**src/rtl/vmem_pkg.sv**
```systemverilog
// Shared types and constants for the vector memory responder.
// Latency: n/a (types only).
// Backpressure: n/a.
package vmem_pkg;

  localparam int BEATS  = 4;
  localparam int BEAT_W = 2;

  typedef enum logic [2:0] {
    IDLE,
    WR,
    RD,
    RD_TAIL,
    RESP
  } vmem_state_t;

  // A vector access must start on a 16-byte boundary.
  function automatic logic misaligned(input logic [3:0] addr_lo);
    return addr_lo != 4'd0;
  endfunction

endpackage

```
**src/rtl/vmem_beat_buf.sv**
```systemverilog
// Vector staging buffers: store-data serializer and load-data assembler.
// Latency: select is combinational from the register; load/capture land next edge.
// Backpressure: none; the caller sequences beats.
module vmem_beat_buf
  import vmem_pkg::*;
#(
  parameter int WORD_W = 32,
  parameter int VEC_W  = WORD_W * BEATS
) (
  input  logic              clk,
  input  logic              rst,
  input  logic              wload_en,
  input  logic [VEC_W-1:0]  wload_dat,
  input  logic [BEAT_W-1:0] wsel_idx,
  output logic [WORD_W-1:0] wsel_dat,
  input  logic              cap_en,
  input  logic [BEAT_W-1:0] cap_idx,
  input  logic [WORD_W-1:0] cap_dat,
  output logic [VEC_W-1:0]  rbuf_dat
);

  logic [VEC_W-1:0] wbuf_q, wbuf_d;
  logic [VEC_W-1:0] rbuf_q, rbuf_d;

  // Next-value logic: whole-vector load for stores, one-word insert for load beats.
  always_comb begin
    wbuf_d = wbuf_q;
    rbuf_d = rbuf_q;
    if (wload_en) begin
      wbuf_d = wload_dat;
    end
    if (cap_en) begin
      rbuf_d[int'(cap_idx) * WORD_W +: WORD_W] = cap_dat;
    end
  end

  // Buffer registers; cleared by reset.
  always_ff @(posedge clk or posedge rst) begin
    if (rst) begin
      wbuf_q <= '0;
      rbuf_q <= '0;
    end else begin
      wbuf_q <= wbuf_d;
      rbuf_q <= rbuf_d;
    end
  end

  assign wsel_dat = wbuf_q[int'(wsel_idx) * WORD_W +: WORD_W];
  assign rbuf_dat = rbuf_q;

endmodule

```
**src/rtl/vmem_responder.sv**
```systemverilog
// Serializes one 128-bit vector load/store into four 32-bit RAM beats.
// Latency: store response at T+5, load response/data at T+6 after acceptance at T.
// Backpressure: stall held while busy; request must stay stable until stall drops.
module vmem_responder
  import vmem_pkg::*;
#(
  parameter int ADDR_W = 32,
  parameter int VEC_W  = 128,
  parameter int WORD_W = 32,
  parameter int MEM_AW = 10
) (
  input  logic              clk,
  input  logic              reset,
  input  logic              req_valid,
  input  logic              req_we,
  input  logic [ADDR_W-1:0] req_addr,
  input  logic [VEC_W-1:0]  data_b,
  output logic [VEC_W-1:0]  q_b,
  output logic              rsp_valid,
  output logic              stall,
  output logic [MEM_AW-1:0] mem_addr,
  output logic              mem_we,
  output logic [WORD_W-1:0] mem_wdata,
  input  logic [WORD_W-1:0] mem_rdata,
  output logic              align_err
);

  localparam int BASE_W = MEM_AW - BEAT_W;
  localparam logic [BEAT_W-1:0] LAST_BEAT = BEAT_W'(BEATS - 1);

  vmem_state_t       state_q, state_d;
  logic [BEAT_W-1:0] beat_q, beat_d;
  logic [BASE_W-1:0] base_q, base_d;
  logic              align_q, align_d;

  logic              wload_en;
  logic              cap_en;
  logic [BEAT_W-1:0] cap_idx;
  logic [WORD_W-1:0] wsel_dat;

  // Address bits above the RAM range are ignored; word address wraps.
  logic addr_unused;
  assign addr_unused = ^req_addr[ADDR_W-1:MEM_AW+2];

  // FSM next-state, beat sequencing and per-state outputs.
  always_comb begin
    state_d   = state_q;
    beat_d    = beat_q;
    base_d    = base_q;
    align_d   = align_q;
    wload_en  = 1'b0;
    cap_en    = 1'b0;
    cap_idx   = beat_q - BEAT_W'(1);
    rsp_valid = 1'b0;
    stall     = 1'b0;
    mem_we    = 1'b0;
    case (state_q)
      IDLE: begin
        if (req_valid) begin
          stall    = 1'b1;
          wload_en = req_we;
          base_d   = req_addr[MEM_AW+1:BEAT_W+2];
          beat_d   = '0;
          align_d  = align_q | misaligned(req_addr[3:0]);
          state_d  = req_we ? WR : RD;
        end
      end
      WR: begin
        stall  = 1'b1;
        mem_we = 1'b1;
        if (beat_q == LAST_BEAT) begin
          state_d = RESP;
        end else begin
          beat_d = beat_q + BEAT_W'(1);
        end
      end
      RD: begin
        stall  = 1'b1;
        // Read data trails the address by one cycle, so beat k captures word k-1.
        cap_en = (beat_q != '0);
        if (beat_q == LAST_BEAT) begin
          state_d = RD_TAIL;
        end else begin
          beat_d = beat_q + BEAT_W'(1);
        end
      end
      RD_TAIL: begin
        stall   = 1'b1;
        cap_en  = 1'b1;
        cap_idx = LAST_BEAT;
        state_d = RESP;
      end
      RESP: begin
        rsp_valid = 1'b1;
        state_d   = IDLE;
      end
      default: begin
        state_d = IDLE;
      end
    endcase
  end

  // State, beat counter, base address and sticky alignment flag.
  always_ff @(posedge clk or posedge reset) begin
    if (reset) begin
      state_q <= IDLE;
      beat_q  <= '0;
      base_q  <= '0;
      align_q <= 1'b0;
    end else begin
      state_q <= state_d;
      beat_q  <= beat_d;
      base_q  <= base_d;
      align_q <= align_d;
    end
  end

  vmem_beat_buf #(
    .WORD_W (WORD_W),
    .VEC_W  (VEC_W)
  ) u_beat_buf (
    .clk       (clk),
    .rst       (reset),
    .wload_en  (wload_en),
    .wload_dat (data_b),
    .wsel_idx  (beat_q),
    .wsel_dat  (wsel_dat),
    .cap_en    (cap_en),
    .cap_idx   (cap_idx),
    .cap_dat   (mem_rdata),
    .rbuf_dat  (q_b)
  );

  // Beat counter parks on the last beat, so the address holds through RESP/IDLE.
  assign mem_addr  = {base_q, beat_q};
  assign mem_wdata = mem_we ? wsel_dat : '0;
  assign align_err = align_q;

endmodule

```
**config.mk**
```make
export PLATFORM = sky130hd
export DESIGN_NAME = vmem_responder
export DESIGN_NICKNAME = d
export VERILOG_FILES = /design/src/rtl/vmem_pkg.sv /design/src/rtl/vmem_beat_buf.sv /design/src/rtl/vmem_responder.sv
export SDC_FILE = /design/constraint.sdc
export NUM_CORES = 1
export LEC_CHECK = 0
export ABC_AREA = 1
export BUFFER_PORTS_ARGS = -buffer_cell sky130_fd_sc_hd__buf_2
export CAP_MARGIN = 40
export CELL_PAD_IN_SITES_DETAIL_PLACEMENT = 1
export CELL_PAD_IN_SITES_GLOBAL_PLACEMENT = 2
export CORE_MARGIN = 2
export CORE_UTILIZATION = 29
export CTS_CLUSTER_DIAMETER = 120
export DETAILED_ROUTE_END_ITERATION = 6
export PLACE_DENSITY = 0.77
export SETUP_SLACK_MARGIN = 0.4
export SKIP_CTS_REPAIR_TIMING = 1
export SYNTH_ARGS = -nofsm -noshare
export SYNTH_HDL_FRONTEND = slang
export SYNTH_SLANG_ARGS = --single-unit
```
**constraint.sdc**
```tcl
create_clock -name clk -period 9.86 [get_ports clk]
set_input_delay 0.493 -clock clk [delete_from_list [all_inputs] [get_ports clk]]
set_output_delay 0.493 -clock clk [all_outputs]
set_load 0.02 [all_outputs]
```
==> flow_metrics.env <==
export IMPL_status="complete, no violations"
export IMPL_synth_common_cells="582 x nand2_1, 270 x dfrtp_1, 199 x nand3_1"
export IMPL_worstSetupStartpoint="beat_q[1]"
export IMPL_p_sw_uw=2470
export IMPL_p_clk_share_pct=22.8
export IMPL_p_int_uw=3100
export IMPL_synth_area_leaders="dfrtp_1 53%, nand2_1 17%, nand3_1 7.8%"
export IMPL_overflow=0
export IMPL_synth_area_sq_um=12800
export IMPL_grt_pass1_wl_mm=74.5
export IMPL_syn_num_nets=1833
export IMPL_synth_top_flop_cell="dfrtp_1"
export IMPL_hold_violations=0
export IMPL_cts_max_level=2
export IMPL_path_class="flop to flop"
export IMPL_synth_edff_count=0
export IMPL_antenna_found_initial=20
export IMPL_hp_class="primary input to asynchronous set/reset pin"
export IMPL_dp_cells=2468
export IMPL_wire_per_inst_microns=18.9
export IMPL_skew_ns=0.0104
export IMPL_die_w_microns=214
export IMPL_numCtsBuffers=35
export IMPL_routed_via_count=12100
export IMPL_critPathCapture="u_beat_buf.rbuf_dat[48]"
export IMPL_syn2layout_area_growth_pct=25.8
export IMPL_tightestPinTransition_ns=1.03
export IMPL_ff2ff_path_depth=13
export IMPL_place_gp_congestion=0.813
export IMPL_synth_warnings=0
export IMPL_clock_tree_root_cell="clkbuf_16"
export IMPL_core_area_sq_um=43300
export IMPL_reg2reg_slack_ns=5.87
export IMPL_postRouteAntennaNets=0
export IMPL_async_flop_share_pct=100
export IMPL_avgViaCountPerCell=4.79
export IMPL_synth_seq_cells=270
export IMPL_die_height_microns=214
export IMPL_first_global_vias=12700
export IMPL_finalNonFillerCells=2536
export IMPL_rsz0062_at_grt="false"
export IMPL_cp_end_kind="flop"
export IMPL_start_util_pct=29.5
export IMPL_worst_ep_required_time_ns=10.27
export IMPL_post_route_util_pct=37.2
export IMPL_yosysMostFrequentCell="nand2_1"
export IMPL_fin_crit_sh_pct=40.5
export IMPL_portBuffers=349
export IMPL_drtIter0Drc=622
export IMPL_fin_nets=2121
export IMPL_grt_start_max_net_pins=171
export IMPL_place_hpwl_mm=32.3
export IMPL_cap_violations=0
export IMPL_powerDensity_nw_per_um2=347
export IMPL_ys_types=30
export IMPL_post_synth_cell_area_avg_sq_um=7.83
export IMPL_ys_seq_area_share_pct=52.8
export IMPL_r2r_start="beat_q[1]"
export IMPL_swShare_pct=44.3
export IMPL_worstSkewPairLatency_ns=0.54
export IMPL_cts_tree="done"
export IMPL_period_minus_slack_ns=3.99
export IMPL_peakVddDrop_mv=0.211
export IMPL_synth_top_area_share_pct=52.8
export IMPL_synth_top_cell_by_area="dfrtp_1"
export IMPL_power_frac_seq_pct=33.7
export IMPL_combPwrFrac_pct=43.4
export IMPL_drc=0
export IMPL_track_usage_pct=20.8
export IMPL_fill_cells=5350
export IMPL_fp_dieArea_sq_um=45800
export IMPL_setup_viol=0
export IMPL_fmax_mhz=250
export IMPL_cts_clk_slew_worst_paths_ns=0.06
export IMPL_postSynthCellCount=1632
export IMPL_io_pins=370
export IMPL_drive_above_1_share_pct=23.0
export IMPL_wirelength_mm=48.0
export IMPL_worst_ep_arrival_time_ns=4.40
export IMPL_r2r_end="u_beat_buf.rbuf_dat[48]"
export IMPL_drt_first_pass_iters=5
export IMPL_cts_buffer_depth=3
export IMPL_crit_fanout=37
export IMPL_report_final_slew_viol_count=0
export IMPL_p_leak_uw=0.00849
export IMPL_fp_row_count=76
export IMPL_cts_sinks=270
export IMPL_finalSetupTns_ns=0
export IMPL_startpoint_type="flop"
export IMPL_slew_headroom_pct=31.5
-- sequential cells by signal (all words and copies together) (netlist names) --
signal               cells
base_q                   8
u_beat_buf.wbuf_q      128
state_q                  3
align_err                1
u_beat_buf.rbuf_dat    128
beat_q                   2
-- critical path, cell delays in order (launching register included) --
cell	delay, ns
dfrtp_1	0.33
buf_4	0.39
inv_1	0.12
ha_1	0.60
inv_2	0.25
a31oi_4	0.21
buf_4	0.42
ha_1	0.58
inv_2	0.32
buf_12	0.26
nand2_1	0.14
nor2_1	0.06
nand2_1	0.08
o21ai_1	0.08
-- routing by layer --
| layer | vias up | GRT usage (%) | part of all wire (%) |
|---|---|---|---|
| met1 | 5937 | 25.5 | 42 |
| met3 | 86 | 6.16 | 7.1 |
| met5 | - | 0 | 0.31 |
| li1 | 5791 | - | - |
| met2 | 306 | 34.9 | 48 |
| met4 | 24 | 7.09 | 3.0 |
-- worst min path at each step --
stage	start	endpoint	slack [ns]	cells past startpoint
4_1_cts	reset	base_q[7]	0.08	2
2_1_floorplan	u_beat_buf.wbuf_q[127]	u_beat_buf.wbuf_q[127]	0.44	2
5_1_grt	reset	base_q[7]	0.09	2
3_3_place_gp	align_err	align_err	0.44	1
6_report	reset	base_q[7]	0.006	2
3_5_place_dp	align_err	align_err	0.44	1
-- per-stage QoR --
step | setup WS [ns] | area [sq um] | total power [uW] | hold slack, ns
6_report | 5.87 | 16100 | 5570 | 0.00608
5_1_grt | 5.54 | 16100 | 5980 | 0.0890
4_1_cts | 5.80 | 16100 | 5660 | 0.0807
3_5_place_dp | 5.80 | 14900 | 4350 | 0.444
3_3_place_gp | 5.15 | 14700 | 4220 | 0.438
2_1_floorplan | 1.93 | 12800 | 3450 | 0.437
-- logic make-up (layout without fill, tap and decap cells) --
| kind of cell | Yosys count | in the layout | synth area share, % |
|---|---|---|---|
| other | 0 | 6 | 0 |
| AO/OA/AOI/OAI | 167 | 167 | 6.64 |
| flip-flops | 270 | 270 | 52.8 |
| buffers and inverters | 168 | 481 | 6.87 |
| AND/OR/NAND/NOR | 1022 | 1022 | 33.2 |
| adder cells (fa/ha/maj) | 5 | 5 | 0.489 |
-- layout make-up --
cell class	instances	area [sq um]	share of cell area, %
multi-input cells	1194	5170	32.1
repair buffers	373	2100	13.1
diodes	6	15.0	0.0933
clock buffers	53	1040	6.49
flip-flops and latches	270	6760	42.0
clock inverters	9	86.3	0.537
inverters	46	183	1.14
well taps	585	732	4.55
-- power by group through the flow --
stage	combinational, uW	clock (uW)	sequential [uW]
after floorplan	1320	0	2140
after global placement	2340	0	1880
after detailed placement	2460	0	1890
after CTS	2470	1310	1880
after global routing	2690	1350	1940
final	2420	1270	1880
-- layout by cell type, fill, tap and decap left out, types with 3 or more instances in the layout --
cell type,n
a21oi_1,35
and2_1,6
buf_12,4
buf_16,6
buf_2,348
buf_4,15
clkbuf_1,8
clkbuf_16,35
clkbuf_8,10
clkinv_2,3
dfrtp_1,269
diode_2,6
ha_1,4
inv_1,40
inv_2,4
inv_6,3
nand2_1,581
nand2_2,3
nand3_1,199
nor2_1,190
nor3_1,33
o21ai_0,71
o21ai_1,58
(Power assumes the default switching activity.)
